File: src/rtl/dmem_port_arbiter.sv
// dmem_port_arbiter
//   Shares the single port of the data memory between the CPU load/store
//   path, the PS/2 keyboard writer and the VGA frame reader. Keyboard writes
//   are queued in a small FIFO so the scan-code path never stalls. The grant
//   order is CPU > KB > VGA. Starvation counters can override that order and
//   force a grant to KB or VGA.
//
// Ports
//   clk, reset                 clock, synchronous active-high reset
//   cpu_req/we/addr/wd         CPU access request (held until cpu_gnt)
//   cpu_gnt                    CPU access performed this cycle
//   cpu_rvalid/cpu_rdata       load data, valid the cycle after a load grant
//   kb_valid/addr/data         keyboard write offer (addr is a word index)
//   kb_ready                   FIFO can accept a keyboard write
//   vga_req/vga_addr           VGA read request (held until vga_gnt)
//   vga_gnt                    VGA read performed this cycle
//   vga_rvalid/vga_rdata       read data, valid the cycle after vga_gnt
//   mem_we/addr/wd/rdata       data memory port (asynchronous read)
module dmem_port_arbiter #(
  parameter int KB_DEPTH = 4,
  parameter int MAX_WAIT = 8
) (
  input  logic        clk,
  input  logic        reset,
  input  logic        cpu_req,
  input  logic        cpu_we,
  input  logic [31:0] cpu_addr,
  input  logic [31:0] cpu_wd,
  output logic        cpu_gnt,
  output logic        cpu_rvalid,
  output logic [31:0] cpu_rdata,
  input  logic        kb_valid,
  input  logic [31:0] kb_addr,
  input  logic [31:0] kb_data,
  output logic        kb_ready,
  input  logic        vga_req,
  input  logic [31:0] vga_addr,
  output logic        vga_gnt,
  output logic        vga_rvalid,
  output logic [31:0] vga_rdata,
  output logic        mem_we,
  output logic [31:0] mem_addr,
  output logic [31:0] mem_wd,
  input  logic [31:0] mem_rdata
);

  localparam int PTR_W  = $clog2(KB_DEPTH);
  localparam int CNT_W  = PTR_W + 1;
  localparam int WAIT_W = $clog2(MAX_WAIT + 1);
  localparam logic [CNT_W-1:0]  FULL_CNT = CNT_W'(KB_DEPTH);
  localparam logic [WAIT_W-1:0] WAIT_SAT = WAIT_W'(MAX_WAIT);

  logic [29:0]       kb_idx_mem  [KB_DEPTH];
  logic [31:0]       kb_data_mem [KB_DEPTH];
  logic [PTR_W-1:0]  wr_ptr, rd_ptr;
  logic [CNT_W-1:0]  kb_count;
  logic [WAIT_W-1:0] kb_wait, vga_wait;
  logic              kb_empty, kb_full, kb_push, kb_pop, kb_gnt;
  logic              kb_force, vga_force;

  // Word index bits above 29 cannot be expressed as a 32-bit byte address.
  logic unused_kb_addr_hi;
  assign unused_kb_addr_hi = ^kb_addr[31:30];

  assign kb_empty  = (kb_count == '0);
  assign kb_full   = (kb_count == FULL_CNT);
  assign kb_ready  = !kb_full;
  assign kb_push   = kb_valid && kb_ready;
  assign kb_pop    = kb_gnt;
  assign kb_force  = (kb_wait == WAIT_SAT) && !kb_empty;
  assign vga_force = (vga_wait == WAIT_SAT) && vga_req;

  // Grants are suppressed while reset is asserted so that no memory write
  // can be issued in the reset cycle.
  always_comb begin
    cpu_gnt  = 1'b0;
    kb_gnt   = 1'b0;
    vga_gnt  = 1'b0;
    if (!reset) begin
      if (kb_force)        kb_gnt  = 1'b1;
      else if (vga_force)  vga_gnt = 1'b1;
      else if (cpu_req)    cpu_gnt = 1'b1;
      else if (!kb_empty)  kb_gnt  = 1'b1;
      else if (vga_req)    vga_gnt = 1'b1;
    end
  end

  always_comb begin
    mem_we   = 1'b0;
    mem_addr = '0;
    mem_wd   = '0;
    if (cpu_gnt) begin
      mem_we   = cpu_we;
      mem_addr = cpu_addr;
      mem_wd   = cpu_wd;
    end else if (kb_gnt) begin
      mem_we   = 1'b1;
      mem_addr = {kb_idx_mem[rd_ptr], 2'b00};
      mem_wd   = kb_data_mem[rd_ptr];
    end else if (vga_gnt) begin
      mem_addr = vga_addr;
    end
  end

  // FIFO payload needs no reset; occupancy is tracked by kb_count.
  always_ff @(posedge clk) begin
    if (kb_push) begin
      kb_idx_mem[wr_ptr]  <= kb_addr[29:0];
      kb_data_mem[wr_ptr] <= kb_data;
    end
  end

  always_ff @(posedge clk) begin
    if (reset) begin
      wr_ptr     <= '0;
      rd_ptr     <= '0;
      kb_count   <= '0;
      kb_wait    <= '0;
      vga_wait   <= '0;
      cpu_rvalid <= 1'b0;
      cpu_rdata  <= '0;
      vga_rvalid <= 1'b0;
      vga_rdata  <= '0;
    end else begin
      if (kb_push) wr_ptr <= wr_ptr + 1'b1;
      if (kb_pop)  rd_ptr <= rd_ptr + 1'b1;
      case ({kb_push, kb_pop})
        2'b10:   kb_count <= kb_count + 1'b1;
        2'b01:   kb_count <= kb_count - 1'b1;
        default: kb_count <= kb_count;
      endcase

      if (kb_gnt || kb_empty)       kb_wait <= '0;
      else if (kb_wait != WAIT_SAT) kb_wait <= kb_wait + 1'b1;

      if (vga_gnt || !vga_req)       vga_wait <= '0;
      else if (vga_wait != WAIT_SAT) vga_wait <= vga_wait + 1'b1;

      cpu_rvalid <= cpu_gnt && !cpu_we;
      if (cpu_gnt && !cpu_we) cpu_rdata <= mem_rdata;
      vga_rvalid <= vga_gnt;
      if (vga_gnt) vga_rdata <= mem_rdata;
    end
  end

endmodule
File: config.mk
export PLATFORM = sky130hd
export DESIGN_NAME = dmem_port_arbiter
export DESIGN_NICKNAME = d
export VERILOG_FILES = /design/src/rtl/dmem_port_arbiter.sv
export SDC_FILE = /design/constraint.sdc
export NUM_CORES = 1
export LEC_CHECK = 0
export BUFFER_PORTS_ARGS = -buffer_cell sky130_fd_sc_hd__buf_4
export CAP_MARGIN = 5
export CORE_ASPECT_RATIO = 0.6
export CORE_MARGIN = 4
export CORE_UTILIZATION = 45
export CTS_CLUSTER_DIAMETER = 30
export DETAILED_ROUTE_END_ITERATION = 8
export MAX_ROUTING_LAYER = met4
export PLACE_DENSITY = 0.69
export SYNTH_ARGS = -nofsm -noshare
export SYNTH_HDL_FRONTEND = slang
export SYNTH_SLANG_ARGS = --single-unit
File: constraint.sdc
create_clock -name clk -period 3.5 [get_ports clk]
set_clock_uncertainty 0.1 [all_clocks]
set_input_delay 0.7 -clock clk [delete_from_list [all_inputs] [get_ports clk]]
set_output_delay 0.7 -clock clk [all_outputs]
set_load 0.02 [all_outputs]
==> out/qor.yml, run 1 <==
pwr:
  finalPower_mw: 11.4
  p_leak_nw: 6.80
  ir_worst_vdd_mv: 0.335
  powerDensity_mw_per_mm2: 635
sta:
  slew_headroom: 0.479
  setup_viol: 0
  fin_crit_ns: 3.38
  fmax_mhz: 296
  tns_ns: 0
  hold_violations: 0
  worst_pin_slew_ns: 0.781
  drv_slew: 0
  period_share: 0.966
cts:
  clk_latency_ns: 0.53
  cts_tree: "built"
  clock_sinks: 331
  cts_made_buffers: 48
  clk_pin_slew_ns: 0.06
  clockBufferDepth: 3
  hold_buffers: 0
  cts_max_level: 2
  cts-root-buf: "clkbuf_16"
synth:
  yosys.area_share.simple: 0.0655
  synth-warning-count: 0
  synth_area_mm2: 0.0132
  synth_cell_types: 46
  yosysTopAreaCell: "edfxtp_1"
  synthMuxAreaShare: 0.134
  postSynthAreaPerCell_um2: 16.8
  synthTopCellsByArea: "edfxtp_1 (57%), dfxtp_1 (13%), mux4_2 (11%)"
  synth_adder_area_share: 0.0101
  syn_inst: 785
  ys_ff_latch: 331
  synth_compound_area_frac: 0.0673
  synth_xor_area_frac: 0.00533
  synth_top_area_share: 0.566
  synth_nets: 993
  seq_area_frac_synth: 0.693
  synth_top_family_by_area: "multiplexers"
global_routing:
  grt_max_degree: 74
  antenna_found_initial: 3
  grt_pass1_vias: 8375
  grt_pass1_wl_um: 48100
  gr-total-overflow: 0
  track_usage: 0.198
floorplan:
  fp-row-count: 48
  die_w_um: 229
  core-area_mm2: 0.0288
  start_util: 0.457
  dieArea_mm2: 0.0321
  ios: 332
  fp.dieH_um: 140
setup_path:
  startpoint_type: "flop"
  endpoint_kind: "output pin"
  crit_family: "buffers and inverters"
  crit_path_max_incr_delay_ns: 0.38
  required_ns: 2.70
  cpMostUsedCell: "buf_4"
  critical_path_class: "flop to output pin"
  arrival_ns: 2.58
  cp_max_fo: 30
  cp_slowest_cell: "dfxtp_1"
  crit_chain: "inv_1 > ha_1 > and4b_1 > a2111oi_4 > buf_6 > buf_4 > buf_12 > a22o_1 > buf_4"
  cp_num_buf_inv: 5
place:
  portBuffers: 329
  place_hpwl_um: 21000
  routabilityCongestion: 0.733
detailed_routing:
  vias: 8160
  viasPerCell: 5.24
  first_pass_iters: 4
  wl_per_cell_um: 20.4
  drc: 0
  wl_um: 31800
  ant_nets: 0
  dr.first_iter.drc_count: 495
layout:
  layout.nets: 1351
  drive_gt1_frac: 0.464
  syn2layout_area_growth_pct: 36.0
  num-fill-cells: 2117
outcome:
  outcome: "finished, final reports clean"
hold_path:
  min_path_type: "input pin to flop"
job:
  drv_cap: 0
==> layout by cell type (no fill, tap or decap), types with 30 or more instances in the layout <==
master | Yosys | layout
a22o_1 | 33 | 33
a21oi_1 | 39 | 38
edfxtp_1 | 248 | 248
dfxtp_1 | 83 | 79
nand2_1 | 68 | 68
and2_1 | 31 | 31
nor2b_1 | 32 | 32
mux4_2 | 62 | 62
buf_4 | 1 | 348
a221o_1 | 30 | 30
clkbuf_16 | 0 | 49
==> repair_timing <==
item | 4_1_cts | 5_1_grt
gates cloned | 0 | 1
gates resized for setup | 1 | 15
pin swaps | 1 | 3
hold endpoints to repair | 0 | 0
buffers inserted | 1 | 3
endpoints found under the setup margin | 32 | 59
==> sequential cells by signal, indices dropped and copies added, names as in the netlist, named ones only <==
| name | cells |
|---|---|
| kb_idx_mem | 120 |
| kb_count | 3 |
| kb_wait | 4 |
| vga_wait | 4 |
| cpu_rdata | 32 |
| vga_rdata | 32 |
| rd_ptr | 2 |
| kb_data_mem | 128 |
| wr_ptr | 2 |
| vga_rvalid | 1 |
| cpu_rvalid | 1 |
==> final cells by class <==
cell class                 count  area (um^2)  area share
inverter                      13         48.8     0.00273
antenna                        2         5.00    0.000280
clock buffer                  55         1280      0.0715
clock inverter                32          415      0.0232
tap                          375          469      0.0262
multi-input combinational    391         3770       0.211
sequential                   331         9120       0.510
timing repair buffer         358         2780       0.155
==> path summary, 6_finish.rpt <==
check / start / end / slack (ns) / depth (start not counted)
max: vga_wait[1] / mem_wd[5] / 0.12 / 9
min: kb_addr[27] / kb_idx_mem[0][27] / 0.25 / 1
max reg2reg: vga_wait[1] / kb_count[2] / 0.59 / 12
min reg2reg: kb_wait[0] / kb_wait[0] / 0.33 / 1
==> cells in the mapped netlist, drive strengths merged <==
| cell type | instances |
|---|---|
| or3b | 1 |
| o31ai | 3 |
| mux2i | 1 |
| fa | 1 |
| inv | 13 |
| nor3 | 6 |
| mux4 | 62 |
| nor2 | 8 |
| a21oi | 39 |
| nand2 | 68 |
| and2 | 31 |
| nor4b | 1 |
| and4b | 1 |
| and3 | 4 |
| and3b | 1 |
| or3 | 4 |
| a22o | 33 |
| a221o | 30 |
| a32o | 1 |
| a2111oi | 1 |
| nor4 | 1 |
| mux2 | 32 |
| a21o | 1 |
| o2111ai | 1 |
| clkbuf | 26 |
| ha | 9 |
| nand2b | 2 |
| or4 | 1 |
| xor2 | 5 |
| buf | 24 |
| nand3b | 2 |
| nor2b | 32 |
| xnor2 | 3 |
| a211o | 1 |
| dfxtp | 83 |
| o21ai | 2 |
| nand4b | 1 |
| nand3 | 2 |
| edfxtp | 248 |
==> stage by stage <==
| stage | instances | utilization | worst slack (ns) | hold WS (ns) | instance area (um^2) |
|---|---|---|---|---|---|
| finish | 1557 | 0.622 | 0.118 | 0.250 | 17900 |
| global route | 1557 | 0.622 | -0.00917 | 0.224 | 17900 |
| CTS | 1551 | 0.619 | -0.00573 | 0.219 | 17800 |
| detailed placement | 1463 | 0.560 | 0.256 | 0.349 | 16100 |
| global placement | 1463 | 0.560 | 0.266 | 0.343 | 16100 |
| floorplan | 785 | - | 0.512 | 0.353 | 13200 |
==> routing by layer <==
layer  routed length, um  track usage
met4                 646       0.0576
met5                   0            -
met1               14100        0.268
met3                2120       0.0512
met2               14900        0.299
==> kinds of logic after synthesis <==
group	after synthesis
AOI/OAI and AO/OA	112
xor gates and xnor gates	8
DFF	331
adders and majority gates	10
buffers and inverters	63
muxes	95
and+or+nand+nor	166
==> power breakdown <==
part / internal, mW / switching [mW]
Combinational: 0.870 / 0.864
Clock: 3.24 / 1.77
Sequential: 4.50 / 0.124
Total: 8.61 / 2.76
Power figures use the tool's default switching activity.
==> run 2: changes to the inputs <==
==> constraint.sdc (replaced) <==
create_clock -name clk -period 3.6 [get_ports clk]
set_clock_uncertainty 0.1 [all_clocks]
set_input_delay 0.18 -clock clk [delete_from_list [all_inputs] [get_ports clk]]
set_output_delay 0.18 -clock clk [all_outputs]
set_load 0.02 [all_outputs]
==> run 2 against run 1 <==
Clock power down 6.4%; hold slack got worse by 0.16 ns; clock-buffer cell count shrank 6; final cell count grew 5.3%; largest power group unchanged; core utilization is 2.5 points higher; final area up 4.0%; global-route usage up 0.32 points; sequential power is 3% lower; combinational power barely moved.
==> out/qor.yml, run 2 (synthesized netlist as in run 1, its figures left out) <==
setup_path:
  critical_path_class: "flop to output pin"
  arrival_ns: 2.94  # +0.36 ns
  cpMostUsedCell: "buf_4"
  reg2regPathDepth: 11  # -1
  required_ns: 3.32  # +0.62 ns
  startpoint_type: "flop"
  crit_path_max_incr_delay_ns: 0.53  # +0.15 ns
  endpoint_kind: "output pin"
  crit_chain: "inv_1 > ha_1 > and4b_1 > a2111oi_4 > buf_4 > and2_1 > a221o_1 > buf_4"
  cp_max_fo: 59  # +97%
  cp_slowest_cell: "buf_4"
floorplan:
  core-area_mm2: 0.0288  # unchanged
  ios: 332  # unchanged
  die_w_um: 229  # unchanged
  fp-row-count: 48  # unchanged
  dieArea_mm2: 0.0321  # unchanged
  start_util: 0.457  # unchanged
  fp.dieH_um: 140  # unchanged
global_routing:
  top_usage_layer: "met2"
  grt_pass1_vias: 8783  # +4.9%
  grt_pass1_wl_um: 49700  # +3.3%
  antenna_found_initial: 2  # -1
  globalRouteMet3Util: 0.0441  # -0.00711
  met2_usage: 0.311  # +0.0120
  use_met1: 0.274  # +0.00578
  track_usage: 0.201  # +0.00320
  grt_max_degree: 63  # -15%
  gr-total-overflow: 0  # unchanged
detailed_routing:
  dr.first_iter.drc_count: 476  # -3.8%
  drc: 0  # unchanged
  wl_per_cell_um: 19.4  # -5.1%
  ant_nets: 0  # unchanged
  first_pass_iters: 5  # +1
  viasPerCell: 5.12  # -2.4%
  wl_um: 31800  # about the same
  vias: 8392  # +2.8%
layout:
  mostFrequentLayoutCells: "buf_4 (343), edfxtp_1 (248), dlygate4sd3_1 (98)"
  top_register: "kb_data_mem"
  regArea_mm2: 0.00912  # about the same
  drive_gt1_frac: 0.418  # -0.0452
  largest_reg_flops: 128  # unchanged
  layout_commonest_cell: "buf_4"
  multiInputGateArea_mm2: 0.00376  # -0.40%
  num-fill-cells: 2049  # -3.2%
  largestRegisters: "kb_data_mem x128, kb_idx_mem x120"
  layout.nets: 1433  # +6.1%
  syn2layout_area_growth_pct: 41.5
sta:
  tns_ns: 0  # unchanged
  fin_crit_ns: 3.22
  drv_slew: 0  # unchanged
  hold_violations: 0  # unchanged
  worst_pin_slew_ns: 1.02  # +0.234 ns
  slew_headroom: 0.323  # -0.156
  hold-worst-slack_ns: 0.0922  # -0.158 ns
  fmax_mhz: 311
  rsz0062_at_grt: "no"
  period_share: 0.894
  setup_viol: 0  # unchanged
pwr:
  ir_worst_vdd_mv: 0.413  # +23%
  p_leak_nw: 7.09  # +4.2%
  powerDensity_mw_per_mm2: 587  # -7.7%
cts:
  cts-root-buf: "clkbuf_16"
  cts.repair.resized: 0  # -1
  cts_max_level: 2  # unchanged
  clockBufferDepth: 3  # unchanged
  clock_sinks: 331  # unchanged
  clk_pin_slew_ns: 0.05  # about the same
  cts_made_buffers: 46  # -4.2%
  clk_latency_ns: 0.53  # about the same
  cts_tree: "built"
hold_path:
  min_path_type: "input pin to flop"
  hold_depth: 3  # +2
place:
  portBuffers: 329  # unchanged
  routabilityCongestion: 0.779  # +6.3%
  place_hpwl_um: 20200  # -4.0%
job:
  drv_cap: 0  # unchanged
outcome:
  outcome: "finished, final reports clean"
-- run 2: cell count changes in the layout (fill, tap and decap cells not counted), sizes merged --
cell	before	now
bufinv	8	6
clkbuf	55	49
clkinv	9	11
inv	21	26
dlygate4sd3	0	98
buf	358	344
diode	2	3
clkinvlp	7	6
-- run 2: per-layer routing --
| layer | wire (um) | vias up |
|---|---|---|
| li1 | - | 3968 |
| met4 | 619 | 0 |
| met5 | 0 | - |
| met3 | 1850 | 53 |
| met1 | 14300 | 4130 |
| met2 | 15000 | 241 |
-- run 2: final timing paths --
check / from / to / slack (ns)
worst max-delay path: vga_wait[0] / mem_addr[21] / 0.38
worst max register to register: kb_wait[0] / kb_count[2] / 0.95
worst min-delay path: vga_req / vga_wait[3] / 0.09
worst min register to register: cpu_rdata[2] / cpu_rdata[2] / 0.35
-- run 2: worst max-delay path, delay by kind of cell (launching register included) --
kind / cells / cell delay [ns]
buffers and inverters: 3 / 0.73
AND/OR/NAND/NOR: 2 / 0.50
AO/OA/AOI/OAI: 2 / 0.48
flip-flops: 1 / 0.39
adder cells (fa/ha/maj): 1 / 0.23
-- run 2: area by class of cell --
class	count	area share
Timing Repair Buffer	442	0.192
Multi-Input combinational cell	391	0.202
Sequential cell	331	0.490
Antenna cell	3	0.000403
Clock buffer	49	0.0636
Tap cell	375	0.0252
Clock inverter	36	0.0243
Inverter	13	0.00262
-- run 2: report_power, final --
group / total [mW] / switching, mW / internal, mW / leakage [nW]
logic: 1.72 / 0.843 / 0.877 / 3.35
clock network: 4.69 / 1.79 / 2.90 / 0.779
registers: 4.50 / 0.128 / 4.38 / 2.95
total: 10.9 / 2.77 / 8.15 / 7.09
-- run 2: timing repair --
item	4_1_cts	5_1_grt
endpoints found under the hold margin	316	0
hold buffers	98	0
buffers inserted	0	0
-- run 2: metrics by stage --
step	utilization	instance area (um^2)	setup slack, ns	total power, mW	cells
3_3_place_gp	0.556	16000	1.00	6.21	1454
4_1_cts	0.647	18600	0.375	11.0	1637
2_1_floorplan	-	13200	0.643	5.54	785
5_1_grt	0.647	18600	0.193	11.4	1639
3_5_place_dp	0.556	16000	0.943	6.24	1454
6_report	0.647	18600	0.383	10.9	1640
